### config.mk
export PLATFORM = sky130hd
export DESIGN_NAME = menu_select_controller
export DESIGN_NICKNAME = d
export VERILOG_FILES = /design/src/rtl/menu_select_controller.sv
export SDC_FILE = /design/constraint.sdc
export NUM_CORES = 1
export LEC_CHECK = 0
export ABC_AREA = 1
export CORE_MARGIN = 2
export CORE_UTILIZATION = 44
export CTS_CLUSTER_DIAMETER = 40
export CTS_CLUSTER_SIZE = 8
export DETAILED_ROUTE_END_ITERATION = 8
export SLEW_MARGIN = 25
export SYNTH_ARGS = -nofsm -noshare
export SYNTH_HDL_FRONTEND = slang
export SYNTH_SLANG_ARGS = --single-unit
### constraint.sdc
create_clock -name clk -period 3.9 [get_ports clk]
set_input_delay 0.39 -clock clk [delete_from_list [all_inputs] [get_ports clk]]
set_output_delay 0.39 -clock clk [all_outputs]
set_load 0.02 [all_outputs]
### src/rtl/menu_select_controller.sv
// menu_select_controller
//   Two-axis menu selector. Keeps an LR index (scent/item) and a UD index
//   (timer/level), each wrapping within its own item count. Indices are
//   stepped by four debounced, optionally auto-repeating push-buttons, or
//   loaded directly by a two-byte UART command (header, argument). A UART
//   load beats a button step on the same axis in the same cycle.
//
//   state    | meaning
//   ---------+------------------------------------------------------------
//   IDLE     | waiting for a header byte (HDR_LR / HDR_UD)
//   WAIT_ARG | header seen, waiting for the argument byte or the timeout
//
// Ports
//   clk             system clock
//   reset           synchronous, active-low reset
//   btn_L / btn_R   raw buttons: decrement / increment LR
//   btn_U / btn_D   raw buttons: increment / decrement UD
//   uart_data_valid one-cycle strobe qualifying uart_data_in
//   uart_data_in    received UART byte
//   sel_lr, sel_ud  current indices
//   lr_changed      pulse in the cycle sel_lr takes a new value
//   ud_changed      pulse in the cycle sel_ud takes a new value
//   cmd_err         pulse on a rejected or timed-out UART command
module menu_select_controller #(
  parameter int          NUM_LR          = 3,
  parameter int          NUM_UD          = 3,
  parameter int          DEBOUNCE_CYCLES = 100000,
  parameter int          REPEAT_DELAY    = 0,
  parameter int          REPEAT_PERIOD   = 25000000,
  parameter int          CMD_TIMEOUT     = 1000000,
  parameter logic [7:0]  HDR_LR          = 8'h4C,
  parameter logic [7:0]  HDR_UD          = 8'h54,
  localparam int         LR_W            = (NUM_LR > 2) ? $clog2(NUM_LR) : 1,
  localparam int         UD_W            = (NUM_UD > 2) ? $clog2(NUM_UD) : 1
) (
  input  logic            clk,
  input  logic            reset,
  input  logic            btn_L,
  input  logic            btn_R,
  input  logic            btn_U,
  input  logic            btn_D,
  input  logic            uart_data_valid,
  input  logic [7:0]      uart_data_in,
  output logic [LR_W-1:0] sel_lr,
  output logic [UD_W-1:0] sel_ud,
  output logic            lr_changed,
  output logic            ud_changed,
  output logic            cmd_err
);

  localparam int DB_W = $clog2(DEBOUNCE_CYCLES + 1);
  localparam int TO_W = $clog2(CMD_TIMEOUT + 1);
  localparam logic [LR_W-1:0] LR_MAX = LR_W'(NUM_LR - 1);
  localparam logic [UD_W-1:0] UD_MAX = UD_W'(NUM_UD - 1);

  // Button order in the vectors below: 0=L, 1=R, 2=U, 3=D.
  logic [3:0] btn_raw;
  logic [3:0] step;

  assign btn_raw = {btn_D, btn_U, btn_R, btn_L};

  for (genvar i = 0; i < 4; i++) begin : g_btn
    logic            sync_a;
    logic            sync_b;
    logic            deb;
    logic            deb_d;
    logic [DB_W-1:0] db_cnt;
    logic            rep_hit;

    always_ff @(posedge clk) begin
      if (!reset) begin
        sync_a <= 1'b0;
        sync_b <= 1'b0;
        deb    <= 1'b0;
        deb_d  <= 1'b0;
        db_cnt <= '0;
      end else begin
        sync_a <= btn_raw[i];
        sync_b <= sync_a;
        deb_d  <= deb;
        // Count consecutive disagreeing cycles; a single agreeing cycle restarts.
        if (sync_b != deb) begin
          if (db_cnt == DB_W'(DEBOUNCE_CYCLES - 1)) begin
            deb    <= sync_b;
            db_cnt <= '0;
          end else begin
            db_cnt <= db_cnt + DB_W'(1);
          end
        end else begin
          db_cnt <= '0;
        end
      end
    end

    if (REPEAT_DELAY > 0) begin : g_rep
      localparam int RP_MAX = (REPEAT_DELAY > REPEAT_PERIOD) ? REPEAT_DELAY : REPEAT_PERIOD;
      localparam int RP_W   = $clog2(RP_MAX + 1);
      logic [RP_W-1:0] rep_cnt;

      // Down-counter: loaded on the press edge, reloaded with the period at
      // each terminal count while the button stays debounced-high.
      always_ff @(posedge clk) begin
        if (!reset) begin
          rep_cnt <= '0;
        end else if (!deb) begin
          rep_cnt <= '0;
        end else if (!deb_d) begin
          rep_cnt <= RP_W'(REPEAT_DELAY - 1);
        end else if (rep_cnt == '0) begin
          rep_cnt <= RP_W'(REPEAT_PERIOD - 1);
        end else begin
          rep_cnt <= rep_cnt - RP_W'(1);
        end
      end

      // deb_d excludes the press cycle itself, where the counter is still clear.
      assign rep_hit = deb && deb_d && (rep_cnt == '0);
    end else begin : g_norep
      assign rep_hit = 1'b0;
    end

    assign step[i] = (deb && !deb_d) || rep_hit;
  end

  // UART command parser
  typedef enum logic {
    ST_IDLE     = 1'b0,
    ST_WAIT_ARG = 1'b1
  } state_t;

  state_t          state, state_nxt;
  logic            axis_ud, axis_ud_nxt;
  logic [TO_W-1:0] to_cnt, to_cnt_nxt;
  logic            err_nxt;
  logic            load_lr, load_ud;

  always_ff @(posedge clk) begin
    if (!reset) begin
      state   <= ST_IDLE;
      axis_ud <= 1'b0;
      to_cnt  <= '0;
    end else begin
      state   <= state_nxt;
      axis_ud <= axis_ud_nxt;
      to_cnt  <= to_cnt_nxt;
    end
  end

  always_comb begin
    state_nxt   = state;
    axis_ud_nxt = axis_ud;
    to_cnt_nxt  = to_cnt;
    err_nxt     = 1'b0;
    load_lr     = 1'b0;
    load_ud     = 1'b0;
    case (state)
      ST_IDLE: begin
        if (uart_data_valid) begin
          if (uart_data_in == HDR_LR) begin
            axis_ud_nxt = 1'b0;
            state_nxt   = ST_WAIT_ARG;
            to_cnt_nxt  = TO_W'(CMD_TIMEOUT - 1);
          end else if (uart_data_in == HDR_UD) begin
            axis_ud_nxt = 1'b1;
            state_nxt   = ST_WAIT_ARG;
            to_cnt_nxt  = TO_W'(CMD_TIMEOUT - 1);
          end else begin
            err_nxt = 1'b1;
          end
        end
      end
      ST_WAIT_ARG: begin
        // An argument arriving on the last allowed cycle still wins over the timeout.
        if (uart_data_valid) begin
          state_nxt = ST_IDLE;
          if (!axis_ud) begin
            if ({1'b0, uart_data_in} < 9'(NUM_LR)) load_lr = 1'b1;
            else                                   err_nxt = 1'b1;
          end else begin
            if ({1'b0, uart_data_in} < 9'(NUM_UD)) load_ud = 1'b1;
            else                                   err_nxt = 1'b1;
          end
        end else if (to_cnt == '0) begin
          state_nxt = ST_IDLE;
          err_nxt   = 1'b1;
        end else begin
          to_cnt_nxt = to_cnt - TO_W'(1);
        end
      end
      default: state_nxt = ST_IDLE;
    endcase
  end

  // Axis update: UART load, then increment button, then decrement button.
  logic [LR_W-1:0] lr_nxt;
  logic [UD_W-1:0] ud_nxt;
  logic            lr_chg_nxt, ud_chg_nxt;
  logic [LR_W-1:0] lr_arg;
  logic [UD_W-1:0] ud_arg;

  assign lr_arg = uart_data_in[LR_W-1:0];
  assign ud_arg = uart_data_in[UD_W-1:0];

  always_comb begin
    lr_nxt     = sel_lr;
    lr_chg_nxt = 1'b0;
    if (load_lr) begin
      lr_nxt     = lr_arg;
      lr_chg_nxt = (lr_arg != sel_lr);
    end else if (step[1]) begin
      lr_nxt     = (sel_lr == LR_MAX) ? '0 : sel_lr + LR_W'(1);
      lr_chg_nxt = 1'b1;
    end else if (step[0]) begin
      lr_nxt     = (sel_lr == '0) ? LR_MAX : sel_lr - LR_W'(1);
      lr_chg_nxt = 1'b1;
    end
  end

  always_comb begin
    ud_nxt     = sel_ud;
    ud_chg_nxt = 1'b0;
    if (load_ud) begin
      ud_nxt     = ud_arg;
      ud_chg_nxt = (ud_arg != sel_ud);
    end else if (step[2]) begin
      ud_nxt     = (sel_ud == UD_MAX) ? '0 : sel_ud + UD_W'(1);
      ud_chg_nxt = 1'b1;
    end else if (step[3]) begin
      ud_nxt     = (sel_ud == '0) ? UD_MAX : sel_ud - UD_W'(1);
      ud_chg_nxt = 1'b1;
    end
  end

  always_ff @(posedge clk) begin
    if (!reset) begin
      sel_lr     <= '0;
      sel_ud     <= '0;
      lr_changed <= 1'b0;
      ud_changed <= 1'b0;
      cmd_err    <= 1'b0;
    end else begin
      sel_lr     <= lr_nxt;
      sel_ud     <= ud_nxt;
      lr_changed <= lr_chg_nxt;
      ud_changed <= ud_chg_nxt;
      cmd_err    <= err_nxt;
    end
  end

endmodule
==> results_dict.tcl, run 1 <==
set metrics [dict create \
    yosys.cell_types.count 38 \
    fin_area_mm2 0.00671 \
    p_seq_share_pct 41.8 \
    run_status "finished, final reports clean" \
    async_flop_share_pct 0 \
    layout-drive-gt1-share_pct 6.91 \
    r2r_slack_ns 1.85 \
    clkLatencyLatePin_ns 0.42 \
    cp-startpoint "state" \
    firstDrtPassIters 4 \
    post-synth-top-area-cell "dfxtp_1" \
    finClkSkew_ns 0.00560 \
    routed_wirelength_um 12300 \
    synth_seq_area_share_pct 39.3 \
    drv_slew 0 \
    power.density_mw_per_mm2 415 \
    drv_cap 0 \
    crit_path_end "sel_lr[1]" \
    fin_ws_ns 1.85 \
    finalPower_w 0.00279 \
    avgSynthCellArea_um2 6.84 \
    cp.arrival_ns 2.37 \
    period_share_pct 52.5 \
    p_comb_share_pct 2.4 \
    synth_area_leaders "dfxtp_1, nand2_1, nor2_1" \
    setup_viol 0 \
    synth_nets 869 \
    reg2reg_depth 7 \
    synth_edf_count 0 \
    syn-instance-count 842 \
    worst_pin_slew_ns 0.757 \
    nNetsFinal 897 \
    postCtsResizedCells 0 \
    ys.flop_type "dfxtp_1" \
    antenna_left 0 \
    diodes 0 \
    antenna_found_initial 0 \
    grt_pass1_wl_um 21200 \
    vias 5213 \
    critPathKind "reg -> reg" \
    fmax_mhz 489 \
    root_buffer "clkbuf_16" \
    place_area_mm2 0.00611 \
    hold_path_class "reg -> reg" \
    dp.cells 1023 \
    irDropWorstVdd_v 0.000302 \
    p_sw_w 0.000576 \
    wl_per_cell_um 11.7 \
    period_minus_slack_ns 2.05 \
    critPathMaxFanout 14 \
    gr-total-overflow 0 \
    coreArea_mm2 0.0127 \
    rsz0062_at_grt "no" \
    tns_ns 0 \
    cts_made_buffers 17 \
    die_y_um 118 \
    endpoint_kind "flop" \
    ys_ff_latch 113 \
    clock-sinks 113 \
    post-cts-setup-buffer-count 0 \
    sw_frac_of_total_pct 20.7 \
    grt.total_usage_pct 18.5 \
    place_hpwl_um 8630 \
    drc 0 \
    cts_tree "done" \
    syn_area_mm2 0.00576 \
    dieArea_mm2 0.0140 \
    ios 22 \
    holdBufCountCts 0 \
    htreeDepth 4 \
    ys_warn_count 0 \
    path_clk_slew_ns 0.05 \
    initial_core_util_pct 45.3 \
    clkPwrFrac_pct 55.8 \
    p_int_w 0.00221 \
    io_buffer_count 21 \
    grt_start_max_net_pins 24 \
    clock_path_buffers 2 \
    min_path_cells 2 \
    slew_headroom_pct 49.4 \
    place_ws_ns 1.61 \
    rr_endpoint "sel_lr[1]" \
    synth_top_cell_area_share_pct 39.3 \
    required_ns 4.22 \
    fill_cells 1290 \
    drt_iter0_drc 314 \
    rows 41 \
    start_kind "flop" \
    gp_congestion 0.849 \
    fp.dieW_um 118 \
    grt_pass1_vias 4887 \
    fin_cells 1055 \
    viasPerCell 4.94 \
    reg2reg_from "state" \
    power_leakage_nw 2.73 \
    final-hold-violation-count 0 \
    area_growth_pct 16.5 \
]
worst min-delay path by stage:
stage / to / start / slack, ns
6_report: g_btn[1].sync_b / g_btn[1].sync_a / 0.41
5_1_grt: g_btn[1].sync_b / g_btn[1].sync_a / 0.42
4_1_cts: g_btn[1].sync_b / g_btn[1].sync_a / 0.41
3_5_place_dp: g_btn[1].sync_b / g_btn[1].sync_a / 0.40
3_3_place_gp: g_btn[3].sync_b / g_btn[3].sync_a / 0.40
2_1_floorplan: g_btn[0].sync_b / g_btn[0].sync_a / 0.39
power groups by stage:
| stage | registers, W | clock network [W] | logic, W |
|---|---|---|---|
| global placement | 0.00119 | 0 | 0.0000654 |
| finish | 0.00117 | 0.00155 | 0.0000663 |
| floorplan | 0.00119 | 0 | 0.0000381 |
| global route | 0.00117 | 0.00163 | 0.0000741 |
| CTS | 0.00117 | 0.00158 | 0.0000669 |
| detailed placement | 0.00119 | 0 | 0.0000666 |
logic make-up (layout without fill, tap and decap cells):
| family | after synthesis | in the layout | share of synthesized area, % |
|---|---|---|---|
| flip-flops | 113 | 113 | 39.3 |
| AND/OR/NAND/NOR | 469 | 469 | 36.8 |
| XOR/XNOR | 24 | 24 | 3.65 |
| adder cells (fa/ha/maj) | 12 | 12 | 2.61 |
| AO/OA/AOI/OAI | 85 | 85 | 7.88 |
| buffers and inverters | 139 | 180 | 9.81 |
placed cells by master (no fill, tap or decap), drive strengths merged:
cell | synthesis | final
a21oi | 55 | 55
buf | 11 | 3
clkinv | 1 | 4
dfxtp | 113 | 113
clkbuf | 4 | 24
nor2 | 128 | 128
ha | 12 | 12
clkdlybuf4s50 | 0 | 21
xnor2 | 5 | 5
nor3 | 29 | 29
nor3b | 5 | 5
a31oi | 1 | 1
nand4 | 23 | 23
nand3b | 5 | 5
xor2 | 19 | 19
o21a | 2 | 2
clkinvlp | 0 | 3
a21o | 1 | 1
nand2 | 186 | 186
or2 | 11 | 11
nand3 | 78 | 78
o21ai | 20 | 20
a211oi | 1 | 1
nor4 | 4 | 4
o211ai | 5 | 5
bufinv | 0 | 2
inv | 123 | 123
routing by layer:
layer / vias up / share of wire, % / GRT usage, %
li1: 2756 / - / -
met1: 2357 / 47 / 21.3
met2: 81 / 47 / 31.2
met3: 19 / 4.3 / 5.79
met4: 0 / 1.7 / 8.41
met5: - / 0 / 0
sequential cells by signal (all words and copies together) (netlist names):
name,count
axis_ud,1
to_cnt,20
sel_lr,2
ud_changed,1
state,1
lr_changed,1
g_btn.db_cnt,68
g_btn.deb,4
sel_ud,2
cmd_err,1
g_btn.sync_b,4
g_btn.deb_d,4
g_btn.sync_a,4
area by class of cell:
cell class                      count  area [µm²]  area share, %
Clock buffer                       24         502           7.47
Clock inverter                      8         101           1.51
Inverter                          124         465           6.93
Multi-Input combinational cell    590        2940           43.7
Sequential cell                   113        2260           33.7
Tap cell                          172         215           3.21
Timing Repair Buffer               24         233           3.47
critical path: stages (launching register included):
cell and delay [ns]:
dfxtp_1 0.68, clkinv_1 0.52, nor2_1 0.28, nand2_1 0.15
nand3_1 0.12, o211ai_1 0.09, nand2_1 0.07, inv_1 0.03
stage by stage:
stage	utilization, %	hold WS, ns
after floorplan	-	0.390
after global placement	48.0	0.398
after detailed placement	48.0	0.399
after CTS	52.8	0.414
after global routing	52.8	0.417
final	52.8	0.410
Yosys cell counts, types with 5 or more instances:
master	count
or2_2	6
xnor2_1	5
nand3_2	5
buf_2	5
xor2_1	19
nand2_1	183
nor3_1	25
dfxtp_1	113
or2_0	5
nor2_1	122
nand3b_1	5
ha_1	12
o21ai_0	19
nand3_1	73
inv_1	121
nand4_1	23
a21oi_1	55
No activity file was read; power rests on OpenSTA's default activity.
==> run 2, diff against run 1 <==
==> constraint.sdc (replaced) <==
create_clock -name clk -period 2.05 [get_ports clk]
set_input_delay 0.205 -clock clk [delete_from_list [all_inputs] [get_ports clk]]
set_output_delay 0.205 -clock clk [all_outputs]
set_load 0.02 [all_outputs]
==> run 2 against run 1 <==
  * Design area increased by 1.5%
  * Die area unchanged
  * Register-to-register slack got worse by 1.6 ns
  * Critical path type unchanged
==> results_dict.tcl, run 2 (same netlist as run 1, synthesis figures left out) <==
set metrics [dict create \
    clock-sinks 113 \
    antenna_left 0 \
    gr-total-overflow 0 \
    firstDrtPassIters 5 \
    fin_area_mm2 0.00681 \
    ios 22 \
    period_minus_slack_ns 1.84 \
    reg.largest.list "g_btn.db_cnt (68), to_cnt (20)" \
    drv_cap 0 \
    wl_per_cell_um 12.0 \
    final-hold-violation-count 0 \
    drt_iter0_drc 268 \
    root_buffer "clkbuf_16" \
    fin_cells 1062 \
    fmax_mhz 544 \
    dieArea_mm2 0.0140 \
    gp_congestion 0.861 \
    p_sw_w 0.00115 \
    p_comb_share_pct 2.5 \
    cpMaxStageDelayCell "dfxtp_1" \
    power_leakage_nw 2.79 \
    layout_commonest_cell "nand2_1" \
    cts_tree "done" \
    area_growth_pct 18.2 \
    drc 0 \
    place_hpwl_um 9100 \
    initial_core_util_pct 45.3 \
    htreeDepth 4 \
    period_share_pct 89.7 \
    p_seq_share_pct 40.2 \
    tns_ns 0 \
    critPathMaxFanout 19 \
    rsz0062_at_grt "no" \
    fill_cells 1251 \
    viasPerCell 4.90 \
    postCtsResizedCells 0 \
    grt_start_max_net_pins 26 \
    worst_pin_slew_ns 0.742 \
    holdBufCountCts 0 \
    irDropWorstVdd_v 0.000598 \
    diodes 0 \
    antenna_found_initial 0 \
    start_kind "flop" \
    slew_headroom_pct 50.4 \
    hold_path_class "in -> reg" \
    place_ws_ns 0.215 \
    dp.cells 1030 \
    post-cts-setup-buffer-count 0 \
    largest-register "g_btn.db_cnt" \
    critPathKind "reg -> reg" \
    cp.arrival_ns 2.18 \
    fp.dieW_um 118 \
    grt_pass1_wl_um 21600 \
    fin_ws_ns 0.210 \
    clkPwrFrac_pct 57.3 \
    endpoint_kind "flop" \
    clkLatencyLatePin_ns 0.42 \
    power.density_mw_per_mm2 809 \
    cts_made_buffers 17 \
    finClkSkew_ns 0.00728 \
    grt.total_usage_pct 18.7 \
    vias 5201 \
    setup_viol 0 \
    required_ns 2.39 \
    rows 41 \
    run_status "finished, final reports clean" \
    routed_wirelength_um 12700 \
    nNetsFinal 904 \
    p_int_w 0.00436 \
    path_clk_slew_ns 0.05 \
    drv_slew 0 \
    final_core_util_pct 53.6 \
    crit_chain "inv_1 > ha_1 > nand2_1 > nor2_1 > nand3_2 > nand3_2 > nand2_4 > inv_1 > a21oi_1" \
    coreArea_mm2 0.0127 \
    layout-drive-gt1-share_pct 7.87 \
    largest_reg_flops 68 \
    clock_path_buffers 2 \
    sw_frac_of_total_pct 20.9 \
    slowest_delay_ns 0.35 \
    place_area_mm2 0.00618 \
    grt_pass1_vias 4839 \
    die_y_um 118 \
    multi_input_area_mm2 0.00294 \
    io_buffer_count 21 \
    final_cell_mix "nand2_1, nor2_1, inv_1, dfxtp_1, nand3_1" \
    regArea_mm2 0.00226 \
]
## run 2: worst paths after layout
path              depth (start not counted)  slack [ns]            start               to
setup / recovery                          9        0.21        to_cnt[0]        to_cnt[0]
hold / removal                            3        0.32            btn_D  g_btn[3].sync_a
setup reg to reg                          9        0.21        to_cnt[0]        to_cnt[0]
hold reg to reg                           2        0.41  g_btn[3].sync_a  g_btn[3].sync_b
## run 2: critical path, delay by kind of cell (launching register included)
kind            cells  cell delay (ns)
compound gates      1             0.16
fa+ha+maj           1             0.22
simple gates        5             0.79
flops               1             0.35
buf+inv             2             0.25
## run 2: per-layer routing
layer | GRT usage, % | wire [µm] | vias to the layer above
met5 | 0 | 0 | -
met4 | 8.26 | 163 | 0
met3 | 5.36 | 491 | 14
met2 | 31.1 | 6010 | 62
met1 | 22.4 | 6040 | 2367
li1 | - | - | 2758
## run 2: cell type report
cell class / instances / share of cell area, %
well taps: 172 / 3.16
multi-input cells: 590 / 43.1
inverters: 124 / 6.83
flip-flops and latches: 113 / 33.2
clock inverters: 13 / 2.72
repair buffers: 31 / 4.37
clock buffers: 19 / 6.65
## run 2: per-stage QoR
step           total power, W  hold WS, ns
2_1_floorplan         0.00234        0.303
3_3_place_gp          0.00240        0.399
3_5_place_dp          0.00240        0.396
4_1_cts               0.00556        0.305
5_1_grt               0.00568        0.325
6_report              0.00551        0.317
## run 2: power groups by stage
stage | Sequential [W] | Combinational, W | Clock, W
after floorplan | 0.00226 | 0.0000725 | 0
after global placement | 0.00226 | 0.000136 | 0
after detailed placement | 0.00226 | 0.000136 | 0
after CTS | 0.00222 | 0.000137 | 0.00321
after global routing | 0.00222 | 0.000152 | 0.00331
final | 0.00222 | 0.000136 | 0.00316
